`config.mk`:
```
export PLATFORM = sky130hd
export DESIGN_NAME = frame_buf_scheduler
export DESIGN_NICKNAME = d
export VERILOG_FILES = /design/src/rtl/frame_buf_scheduler.sv
export SDC_FILE = /design/constraint.sdc
export NUM_CORES = 1
export LEC_CHECK = 0
export BUFFER_PORTS_ARGS = -buffer_cell sky130_fd_sc_hd__buf_4
export CORE_MARGIN = 3
export CORE_UTILIZATION = 45
export DETAILED_ROUTE_END_ITERATION = 16
export PLACE_DENSITY = 0.76
export RECOVER_POWER = 50
export SETUP_SLACK_MARGIN = 0.15
export SYNTH_ARGS = -nofsm -noshare
export SYNTH_HDL_FRONTEND = slang
export SYNTH_SLANG_ARGS = --single-unit
```
`constraint.sdc`:
```
create_clock -name clk -period 2.09 [get_ports clk]
set_input_delay 0.418 -clock clk [delete_from_list [all_inputs] [get_ports clk]]
set_output_delay 0.418 -clock clk [all_outputs]
set_load 0.03 [all_outputs]
```
`src/rtl/frame_buf_scheduler.sv`:
```
// frame_buf_scheduler: triple-buffer scheduler for the LED frame pipeline.
// Keeps the updater rendering into a back buffer, parks finished frames in a
// ready slot, and flips the display to the newest finished frame on each
// scanout frame start so the display never reads a buffer being written.
module frame_buf_scheduler #(
  parameter int DATA_WIDTH = 32,
  parameter int CNT_WIDTH  = 16
) (
  input  logic                  clk,
  input  logic                  reset,
  input  logic                  enable,
  input  logic                  frame_start,
  output logic                  update_buf,
  output logic [DATA_WIDTH-1:0] upd_buf_id,
  input  logic                  buf_updated,
  output logic [DATA_WIDTH-1:0] disp_buf_id,
  output logic                  disp_valid,
  output logic                  busy,
  output logic [CNT_WIDTH-1:0]  frames_rendered,
  output logic [CNT_WIDTH-1:0]  frames_dropped
);

  typedef enum logic [1:0] {IDLE, START, WAIT, COMMIT} state_t;

  state_t     state, state_n;
  logic [1:0] disp_idx, ready_idx, render_idx;
  logic [1:0] disp_n, ready_n, render_n;
  logic       ready_valid, ready_valid_n;
  logic       commit;
  logic       flip;

  assign commit = (state == COMMIT);
  // A flip happens when there is something new to show: a parked frame, or
  // the frame committing in this very cycle.
  assign flip   = frame_start && (commit || ready_valid);

  // Next-state logic for the render sequencer.
  always_comb begin
    // NOTE: every always_comb output gets a default first so no path can
    // leave it unassigned and infer a latch.
    state_n = state;
    case (state)
      IDLE:    if (enable) state_n = START;
      START:   state_n = WAIT;
      WAIT:    if (buf_updated) state_n = COMMIT;
      COMMIT:  state_n = enable ? START : IDLE;
      default: state_n = IDLE;
    endcase
  end

  // Buffer rotation: commit parks the rendered buffer, frame start shows the
  // newest parked one; when both coincide the commit is applied first.
  always_comb begin
    disp_n        = disp_idx;
    ready_n       = ready_idx;
    render_n      = render_idx;
    ready_valid_n = ready_valid;
    if (commit && frame_start) begin
      disp_n        = render_idx;
      render_n      = ready_idx;
      ready_n       = disp_idx;
      ready_valid_n = 1'b0;
    end else if (commit) begin
      ready_n       = render_idx;
      render_n      = ready_idx;
      ready_valid_n = 1'b1;
    end else if (frame_start && ready_valid) begin
      disp_n        = ready_idx;
      ready_n       = disp_idx;
      ready_valid_n = 1'b0;
    end
  end

  // State, indices and registered outputs; reset abandons any frame in flight.
  always_ff @(posedge clk or posedge reset) begin
    // NOTE: state is assigned with <= so every register samples the values
    // from before this edge, independent of statement order.
    if (reset) begin
      state           <= IDLE;
      disp_idx        <= 2'd0;
      render_idx      <= 2'd1;
      ready_idx       <= 2'd2;
      ready_valid     <= 1'b0;
      update_buf      <= 1'b0;
      busy            <= 1'b0;
      disp_valid      <= 1'b0;
      upd_buf_id      <= {{(DATA_WIDTH-2){1'b0}}, 2'd1};
      disp_buf_id     <= '0;
      frames_rendered <= '0;
      frames_dropped  <= '0;
    end else begin
      state       <= state_n;
      disp_idx    <= disp_n;
      ready_idx   <= ready_n;
      render_idx  <= render_n;
      ready_valid <= ready_valid_n;
      update_buf  <= (state_n == START);
      busy        <= (state_n != IDLE);
      upd_buf_id  <= {{(DATA_WIDTH-2){1'b0}}, render_n};
      disp_buf_id <= {{(DATA_WIDTH-2){1'b0}}, disp_n};
      if (flip)
        disp_valid <= 1'b1;
      if (commit)
        frames_rendered <= frames_rendered + CNT_WIDTH'(1);
      if (commit && ready_valid)
        frames_dropped <= frames_dropped + CNT_WIDTH'(1);
    end
  end

endmodule
```
**Yosys cells after proc, flatten, opt, wreduce, memory -nomap -nowiden**

Cells that the tools add are included.
W data, S select, Z words.

- Flip-flop bits (word level): 44
- Input port bits: 5
- Output and inout port bits: 99
- Logic and storage cells: 43

- $add $sub $neg: 2
- Eq/ne operators: 5
- Mux-type cells: 15
- Reductions and logical operators: 11

Operators with widths:

| operator | number |
|---|---|
| $add A16 B1 Y16 const B | 2 |
| $mux W2 | 10 |
| $pmux W2 S4 | 1 |
| $reduce_bool A2 Y1 | 3 |
| $eq A2 B1 Y1 const B | 2 |
| $eq A2 B2 Y1 const B | 2 |
| $logic_and A1 B1 Y1 | 4 |
| $mux W1 | 4 |
| $reduce_bool A3 Y1 | 1 |
| $logic_not A2 Y1 | 1 |
| $ne A2 B1 Y1 const B | 1 |
| $reduce_and A2 Y1 | 1 |
| $logic_or A1 B1 Y1 | 1 |

**Depth between registers and ports, before layout**

Gate-level depths: netlist of the first run.

- Depth after elaboration: 4
- Mapped depth: 5
- Depth with buffers taken out: 5

**Worst setup path after synthesis of the first run**

No wires, ideal clock.

- Path type: register to register
- Start: register state[1]
- End: register frames_dropped[13]
- Setup time: 133 ps
- Arrival time: 1366 ps
- Required time: 1957 ps
- Setup slack: 591 ps
- Stages on the path, launching flop included: 6
- Buffers on the path: 0
- Period minus slack after synthesis: 1499 ps
- Cell sequence: dfrtp_1 ha_1 nand3_2 nor4_4 nand3_1 xnor2_1

- Word-level cells in the longest chain between the ends: 2

Ends and longest elaborated chain:

| item | line | text |
|---|---|---|
| from (decl) | 25 | `state_t state, state_n;` |
| from (signal assigned) | 92 | `state <= state_n;` |
| $eq A2 B2 Y1 | 32 | `assign commit = (state == COMMIT);` |
| $logic_and A1 B1 Y1 | 105 | `if (commit && ready_valid)` |
| to (signal assigned) | 106 | `frames_dropped <= frames_dropped + CNT_WIDTH'(1);` |
| to (decl) | 20 | `output logic [CNT_WIDTH-1:0] frames_dropped` |

Every way passes these cells.
A chain may end at the register's enable or synchronous reset.

**Final worst setup path of the first run**

- Start: register state[1]
- End: register frames_rendered[11]

- Word-level cells in the longest chain between the ends: 1

Ends and longest elaborated chain:

| item | line | text |
|---|---|---|
| $eq A2 B2 Y1 | 32 |  |
| to (signal assigned) | 104 | `frames_rendered <= frames_rendered + CNT_WIDTH'(1);` |
| to (decl) | 19 | `output logic [CNT_WIDTH-1:0] frames_rendered,` |

Every way passes these cells.

==> impl_metrics.toml, run 1 <==
[logic_synthesis]
synth-seq-cells = 44
synth_area_leaders = "dfrtp_1 (43%), buf_4 (19%), xnor2_1 (7.6%)"
yosysUniqueCellTypes = 28
syn_area_um2 = 2420
avgSynthCellArea_um2 = 10.4
seq_area_frac_synth_pct = 45.6
synth_top_cell_area_share_pct = 43.4
yosysTopAreaCell = "dfrtp_1"
syn_inst = 232
yosysWarnings = 0

[setup_path]
rrSetupSlack_ps = 450
worstSetupPathType = "register to register"
startpoint_type = "register"
worstPathMaxFanout = 13
arrival_ps = 1840
cp_slowest_cell = "dfrtp_1"
cp_cell_sequence = "ha_1, buf_4, nand4_1, inv_1, and3_1, xor2_1"
cp.required_ps = 2300
max_stage_delay_ps = 420
end_kind = "register"

[grt]
antenna_found_initial = 0
grt_pass1_vias = 1418
track_usage_pct = 12.7
grt_max_degree = 25
gr-total-overflow = 0
grt_pass1_wl_um = 6410

[clock_network]
clk_path_buf_depth = 2
cts-buffers-inserted = 5
cts_setup_buffers = 0
ctsHoldBuffers = 0
cts_htree_levels = 2
clock-sinks = 44
ctsRootBufferMaster = "clkbuf_8"
cts_tree = "done"
clk_pin_slew_ps = 80
ctsResizeCount = 0
clk-insertion-delay-late_ps = 280

[min_path]
hp-class = "input port to asynchronous set/reset pin"

[sta]
final_max_slew_viol_count = 0
fmax_mhz = 611
period_needed_ps = 1640
slew_headroom_pct = 49.4
setup_tns_ps = 0
worstMarginPinSlew_ps = 755
rsz0062_at_grt = "no"
finalHoldViolations = 0
period_share_pct = 78.3
fin_ws_ps = 453
skew_ps = 5.62
setup_violations = 0

[detailed_routing]
drtPass1Iterations = 4
vias_per_cell = 4.32
drt_iter0_drc = 97
wl_per_cell_um = 11.0
postRouteAntennaNets = 0
drc = 0
via_count = 1518
wirelength_um = 3880

[cells_and_area]
syn_to_final_growth_pct = 11.4
fin_nets = 291
diodes = 0
register_area_um2 = 1100
nFillCells = 499
drive_gt1_share_pct = 17.8
multi_input_area_um2 = 1050

[floorplan]
num_rows = 26
die_x_um = 79.4
die-area_um2 = 6300
ios = 104
start_util_pct = 46.8
core_area_um2 = 5170
die_height_um = 79.4

[place]
routabilityCongestion = 0.773
pre_cts_ws_ps = 457
dp_hpwl_um = 3070
port_buffers = 43

[power_and_ir_drop]
leakagePower_uw = 0.00142
p_per_area_nw_per_um2 = 1040
vdd_drop_max_uv = 518

[run]
maxCapViolations = 0

[outcome]
run_status = "complete, no violations"
-- registers in the layout, indices dropped and copies added, names as in the netlist --
name	count
disp_idx	2
update_buf	1
ready_valid	1
frames_rendered	16
frames_dropped	16
upd_buf_id	2
disp_valid	1
ready_idx	2
state	2
busy	1
-- critical path, delay by kind of cell (launching register included) --
kind	cells	cell delay, ps
XOR/XNOR	1	140
adder cells (fa/ha/maj)	1	270
buffers and inverters	2	370
flip-flops	1	420
AND/OR/NAND/NOR	2	360
-- per-layer routing --
metal / GRT usage (%) / share of wire, %
met5: 0 / 0
met4: 3.09 / 0.57
met3: 2.82 / 7.0
met2: 21.7 / 50
met1: 16.4 / 42
-- synthesized netlist by cell type --
library cell  instances
buf_4                60
dfrtp_1              42
xnor2_1              21
nand2_1              17
nand3_1              13
xor2_1                9
and3_1                8
inv_1                 7
nor2_1                7
o21ai_0               7
ha_1                  6
mux2_2                4
a21oi_1               3
and4_1                3
mux2i_1               3
nand2b_1              3
nand4_1               3
o22ai_1               3
buf_2                 2
dfstp_2               2
nand3b_1              2
clkbuf_1              1
conb_1                1
nand3_2               1
nand4_2               1
nor3_1                1
nor4_4                1
o211a_1               1
-- power by group --
group	total (µW)	switching, µW	internal, µW
Combinational	964	644	321
Clock	690	269	422
Sequential	1150	151	1000
Total	2810	1060	1750
-- cell families after synthesis --
| group | synth area share [%] |
|---|---|
| buf+inv | 20.2 |
| other cells | 0.155 |
| flops | 45.6 |
| xor+xnor | 10.8 |
| mux | 3.10 |
| compound gates | 3.25 |
| fa+ha+maj | 3.10 |
| simple gates | 13.7 |
-- metrics by stage --
step,std cells,utilization [%],hold WS (ps),power [µW],cell area [µm²]
3_5_place_dp,343,50.6,456,2170,2620
4_1_cts,351,53.0,190,2870,2740
2_1_floorplan,291,-,457,1950,2640
3_3_place_gp,343,50.6,458,2150,2620
6_report,351,52.2,178,2810,2700
5_1_grt,351,52.2,220,3000,2700
-- final cells by class --
class / count / share of cell area [%]
Clock buffer: 7 / 3.57
Clock inverter: 1 / 1.11
Inverter: 7 / 0.974
Multi-Input combinational cell: 177 / 38.9
Sequential cell: 44 / 40.9
Tap cell: 70 / 3.25
Timing Repair Buffer: 45 / 11.3
-- layout by cell type (no fill, tap or decap), types with 4 or more instances in the layout --
master,synthesis,routed
dfrtp_1,42,42
nand3_1,13,13
clkbuf_1,1,12
o21ai_0,7,7
ha_1,6,6
and3_1,8,8
nand2_1,17,17
inv_1,7,6
nor2_1,7,7
conb_1,1,60
clkbuf_8,0,7
mux2_2,4,4
xnor2_1,21,21
xor2_1,9,9
buf_4,60,31
-- worst paths after layout --
path / startpoint / endpoint / depth (start not counted)
min reg2reg: disp_valid$_DFFE_PP0P_ / disp_valid$_DFFE_PP0P_ / 1
max reg2reg: state[1]$_DFF_PP0_ / frames_rendered[11]$_DFFE_PP0N_ / 6
min: reset / frames_rendered[0]$_DFFE_PP0N_ / 2
max: state[1]$_DFF_PP0_ / frames_rendered[11]$_DFFE_PP0N_ / 6
max in group asynchronous: reset / ready_idx[1]$_DFFE_PP1P_ / 3
min in group clk: frame_start / ready_valid$_DFFE_PP0P_ / 2
(Power assumes the default switching activity.)
==> inputs of run 2 (changes only) <==
- CORE_UTILIZATION: 45 -> 43
- clock period: 2.09 -> 1.4 ns (I/O delays scaled with it)
==> impl_metrics.toml, run 2 (synthesis results as in run 1) <==
[clock_network]
cts_htree_levels = 2
clock-sinks = 44
cts_tree = "done"
clk_path_buf_depth = 2
clk_pin_slew_ps = 80
cts-buffers-inserted = 5
ctsRootBufferMaster = "clkbuf_8"
clk-insertion-delay-late_ps = 300

[cells_and_area]
syn_to_final_growth_pct = 31.6
fin_nets = 319
fin_area_um2 = 3190
reg_top3 = "frames_dropped x16, frames_rendered x16"
final_common_cell = "buf_4"
nFillCells = 437
drive_gt1_share_pct = 46.0
final_cell_mix = "buf_4 (61), conb_1 (60), dfrtp_1 (21), dfrtp_2 (21), xnor2_1 (18)"
diodes = 0

[outcome]
violations = "setup timing"
run_status = "finished with violations"

[detailed_routing]
via_count = 1681
postRouteAntennaNets = 0
drt_iter0_drc = 68
wl_per_cell_um = 12.4
vias_per_cell = 4.44
drc = 0
wirelength_um = 4700
drtPass1Iterations = 4

[floorplan]
die_x_um = 81.1
ios = 104
die_height_um = 81.1
start_util_pct = 46.0
num_rows = 26
die-area_um2 = 6570
core_area_um2 = 5270

[sta]
worstMarginPinSlew_ps = 850
final_max_slew_viol_count = 0
period_share_pct = 101
whs_ps = 231
period_needed_ps = 1420
finalHoldViolations = 0
setup_violations = 4
fmax_mhz = 704
skew_ps = 6.00
slew_headroom_pct = 43.0
fin_ws_ps = -20.5
rsz0062_at_grt = "yes"

[min_path]
hp-class = "input port to register"
min_from = "frame_start"
whs_endpoint = "ready_valid$_DFFE_PP0P_"
hold_depth = 2

[setup_path]
rrSetupSlack_ps = -20
worstSetupPathType = "register to register"
cp.required_ps = 1580
end_kind = "register"
r2r_cells = 6
r2r-start = "state[0]$_DFF_PP0_"
worstPathMaxFanout = 5
rr_endpoint = "frames_rendered[15]$_DFFE_PP0N_"
arrival_ps = 1600
startpoint_type = "register"

[grt]
grt_max_degree = 21
track_usage_pct = 13.8
grt_pass1_vias = 1524
gr-total-overflow = 0
antenna_found_initial = 0
grt_pass1_wl_um = 6970

[place]
dp_hpwl_um = 3250
routabilityCongestion = 0.783
placed_area_um2 = 2740
port_buffers = 43

[power_and_ir_drop]
leakagePower_uw = 0.00161
p_per_area_nw_per_um2 = 1520
vdd_drop_max_uv = 808

[run]
maxCapViolations = 0
-- run 2: cell count changes in the layout (fill, tap and decap cells not counted), moves of 6 or more --
| cell | before | now |
|---|---|---|
| dfrtp_1 | 42 | 21 |
| clkbuf_1 | 12 | 2 |
| buf_6 | 0 | 8 |
| buf_4 | 31 | 61 |
| dfrtp_2 | 0 | 21 |
| o21ai_0 | 7 | 1 |
-- run 2: area by class of cell --
| class | count | area, µm² | area share [%] |
|---|---|---|---|
| Inverter | 7 | 27.5 | 0.864 |
| Tap cell | 70 | 87.6 | 2.75 |
| Timing Repair Buffer | 73 | 571 | 17.9 |
| Clock inverter | 3 | 46.3 | 1.45 |
| Sequential cell | 44 | 1130 | 35.5 |
| Clock buffer | 5 | 68.8 | 2.16 |
| Multi-Input combinational cell | 177 | 1260 | 39.4 |
-- run 2: worst max path at each step --
stage / cells after the start / endpoint / from / slack [ps]
finish: 6 / frames_rendered[15]$_DFFE_PP0N_ / state[0]$_DFF_PP0_ / -20
global placement: 5 / frames_dropped[15]$_DFFE_PP0P_ / state[0]$_DFF_PP0_ / 50
global route: 7 / frames_rendered[10]$_DFFE_PP0N_ / state[0]$_DFF_PP0_ / -70
detailed placement: 5 / frames_dropped[5]$_DFFE_PP0P_ / state[0]$_DFF_PP0_ / -20
CTS: 7 / frames_rendered[10]$_DFFE_PP0N_ / state[1]$_DFF_PP0_ / 30
floorplan: 4 / frames_dropped[13]$_DFFE_PP0P_ / frames_dropped[0]$_DFFE_PP0P_ / 60
-- run 2: metal layers --
layer | GRT usage (%) | share of wire [%]
met1 | 16.6 | 39
met4 | 4.56 | 2.1
met5 | 0 | 0
met2 | 23.9 | 51
met3 | 3.44 | 7.7
-- run 2: worst max-delay path, cell delays in order, from the launching register on --
cell and delay [ps]:
dfrtp_1 430, ha_4 200, buf_6 110, buf_4 100
and4_4 240, nand3_4 80, xnor2_2 140
-- run 2: through the flow --
stage	TNS, ps	setup WS, ps	std cells	power, µW	utilization [%]
final	-54.2	-20.5	379	4840	60.5
after global routing	-425	-70.9	379	5100	60.5
after CTS	0	34.9	371	4690	58.0
after detailed placement	-15.6	-15.1	348	3380	52.1
after global placement	0	48.9	348	3340	52.1
after floorplan	0	55.4	291	3030	-
-- run 2: what timing repair did --
action / in CTS / in global routing
hold buffers: 1 / 0
pin swaps: 17 / 15
hold endpoints to repair: 15 / 0
buffers inserted: 14 / 8
gates resized for setup: 28 / 20
endpoints found under the setup margin: 26 / 45
-- run 2: power by group --
part / switching [µW] / internal (µW) / total, µW
combinational: 1160 / 902 / 2070
clock: 453 / 537 / 990
sequential: 265 / 1520 / 1780
total: 1880 / 2960 / 4840
==> inputs of run 3 (changes only) <==
- CORE_MARGIN: 3 -> default
- REMOVE_ABC_BUFFERS: default -> 1
==> impl_metrics.toml, run 3 (synthesis results as in run 1) <==
[outcome]
run_status = "finished with violations"
violations = "setup timing"

[place]
placed_area_um2 = 2800
routabilityCongestion = 0.723
dp_hpwl_um = 3350
port_buffers = 43

[setup_path]
cp.required_ps = 1620
r2r_cells = 6
worstPathMaxFanout = 8
rrSetupSlack_ps = -30
worstSetupPathType = "register to register"
end_kind = "register"
arrival_ps = 1650
rr_endpoint = "frames_rendered[11]$_DFFE_PP0N_"
r2r-start = "state[1]$_DFF_PP0_"
startpoint_type = "register"

[clock_network]
cts_tree = "done"
clock-sinks = 44
clk-insertion-delay-late_ps = 300
cts_htree_levels = 2
cts-buffers-inserted = 5
clk_pin_slew_ps = 80
ctsRootBufferMaster = "clkbuf_8"
clk_path_buf_depth = 2

[detailed_routing]
drtPass1Iterations = 4
via_count = 1794
vias_per_cell = 4.43
drc = 0
postRouteAntennaNets = 0
wirelength_um = 5400
wl_per_cell_um = 13.3
drt_iter0_drc = 86

[floorplan]
start_util_pct = 46.0
die_x_um = 77.1
core_area_um2 = 5270
ios = 104
num_rows = 26
die-area_um2 = 5940
die_height_um = 77.1

[cells_and_area]
drive_gt1_share_pct = 47.8
reg_top3 = "frames_dropped x16, frames_rendered x16"
final_cell_mix = "conb_1 (60), buf_4 (59), dfrtp_1 (39)"
diodes = 0
fin_nets = 345
final_common_cell = "conb_1"
syn_to_final_growth_pct = 45.4
fin_area_um2 = 3520

[sta]
worstMarginPinSlew_ps = 516
slew_headroom_pct = 65.4
whs_ps = 258
skew_ps = 4.16
period_share_pct = 102
rsz0062_at_grt = "yes"
fmax_mhz = 697
finalHoldViolations = 0
setup_violations = 1
period_needed_ps = 1430
fin_ws_ps = -33.8
final_max_slew_viol_count = 0

[grt]
grt_pass1_wl_um = 7700
grt_pass1_vias = 1679
track_usage_pct = 16.3
gr-total-overflow = 0
antenna_found_initial = 0
grt_max_degree = 24

[run]
maxCapViolations = 0

[power_and_ir_drop]
vdd_drop_max_uv = 836
leakagePower_uw = 0.00180
p_per_area_nw_per_um2 = 1510

[min_path]
min_from = "frame_start"
whs_endpoint = "ready_valid$_DFFE_PP0P_"
hold_depth = 2
hp-class = "input port to register"
[run 3: changes by cell type in the layout (fill, tap and decap cells not counted), moves of 3 or more]
cell | before | now
buf_6 | 8 | 36
dfrtp_1 | 21 | 39
dfrtp_2 | 21 | 3
nand3_2 | 3 | 7
nand3_1 | 9 | 6
o21ai_1 | 5 | 2
[run 3: worst max path at each step]
stage	start	endpoint	slack [ps]	cells past startpoint
global placement	state[0]$_DFF_PP0_	frames_dropped[13]$_DFFE_PP0P_	-50	5
floorplan	state[1]$_DFF_PP0_	frames_dropped[13]$_DFFE_PP0P_	-300	5
detailed placement	state[1]$_DFF_PP0_	frames_rendered[10]$_DFFE_PP0N_	-130	6
CTS	state[1]$_DFF_PP0_	frames_dropped[6]$_DFFE_PP0P_	20	6
finish	state[1]$_DFF_PP0_	frames_rendered[11]$_DFFE_PP0N_	-30	6
global route	state[1]$_DFF_PP0_	frames_rendered[11]$_DFFE_PP0N_	-90	6
[run 3: power by group]
part | internal (µW) | switching, µW
logic | 1250 | 1400
clock network | 528 | 435
registers | 1500 | 203
total | 3280 | 2030
[run 3: area by class of cell]
type	instances	area (µm²)
Timing Repair Buffer	99	901
Clock buffer	5	68.8
Multi-Input combinational cell	177	1280
Clock inverter	3	42.5
Sequential cell	44	1110
Inverter	7	28.8
Fill cell	385	1750
Tap cell	70	87.6
[run 3: metrics by stage]
step,setup WS [ps],utilization (%),setup TNS (ps),power [µW],cells
after floorplan,-299,-,-2650,2770,228
after global placement,-48.2,53.1,-256,3420,367
after detailed placement,-132,53.1,-1260,3460,367
after CTS,22.0,60.3,0,4730,386
after global routing,-86.7,66.8,-841,5600,405
final,-33.8,66.8,-33.8,5310,405
[run 3: metal layers]
layer	track usage, %	vias to the layer above	share of wire [%]	wire (µm)
li1	-	847	-	-
met1	20.3	873	40	2190
met2	28.4	68	54	2930
met3	4.17	6	4.5	244
met4	3.58	0	0.74	40
met5	0	-	0	0
[run 3: repair_timing]
item,CTS,global route
gates resized for setup,51,52
hold endpoints to repair,9,0
endpoints found under the setup margin,48,52
gates cloned,0,0
hold buffers,1,0
pin swaps,17,24
setup buffers,10,19
[run 3: worst max-delay path, cell delays in order (launching register included)]
cell and delay (ps):
dfrtp_1 420, ha_4 200, buf_8 140, nand4_1 130, inv_2 130, and3_4 180, xor2_1 150
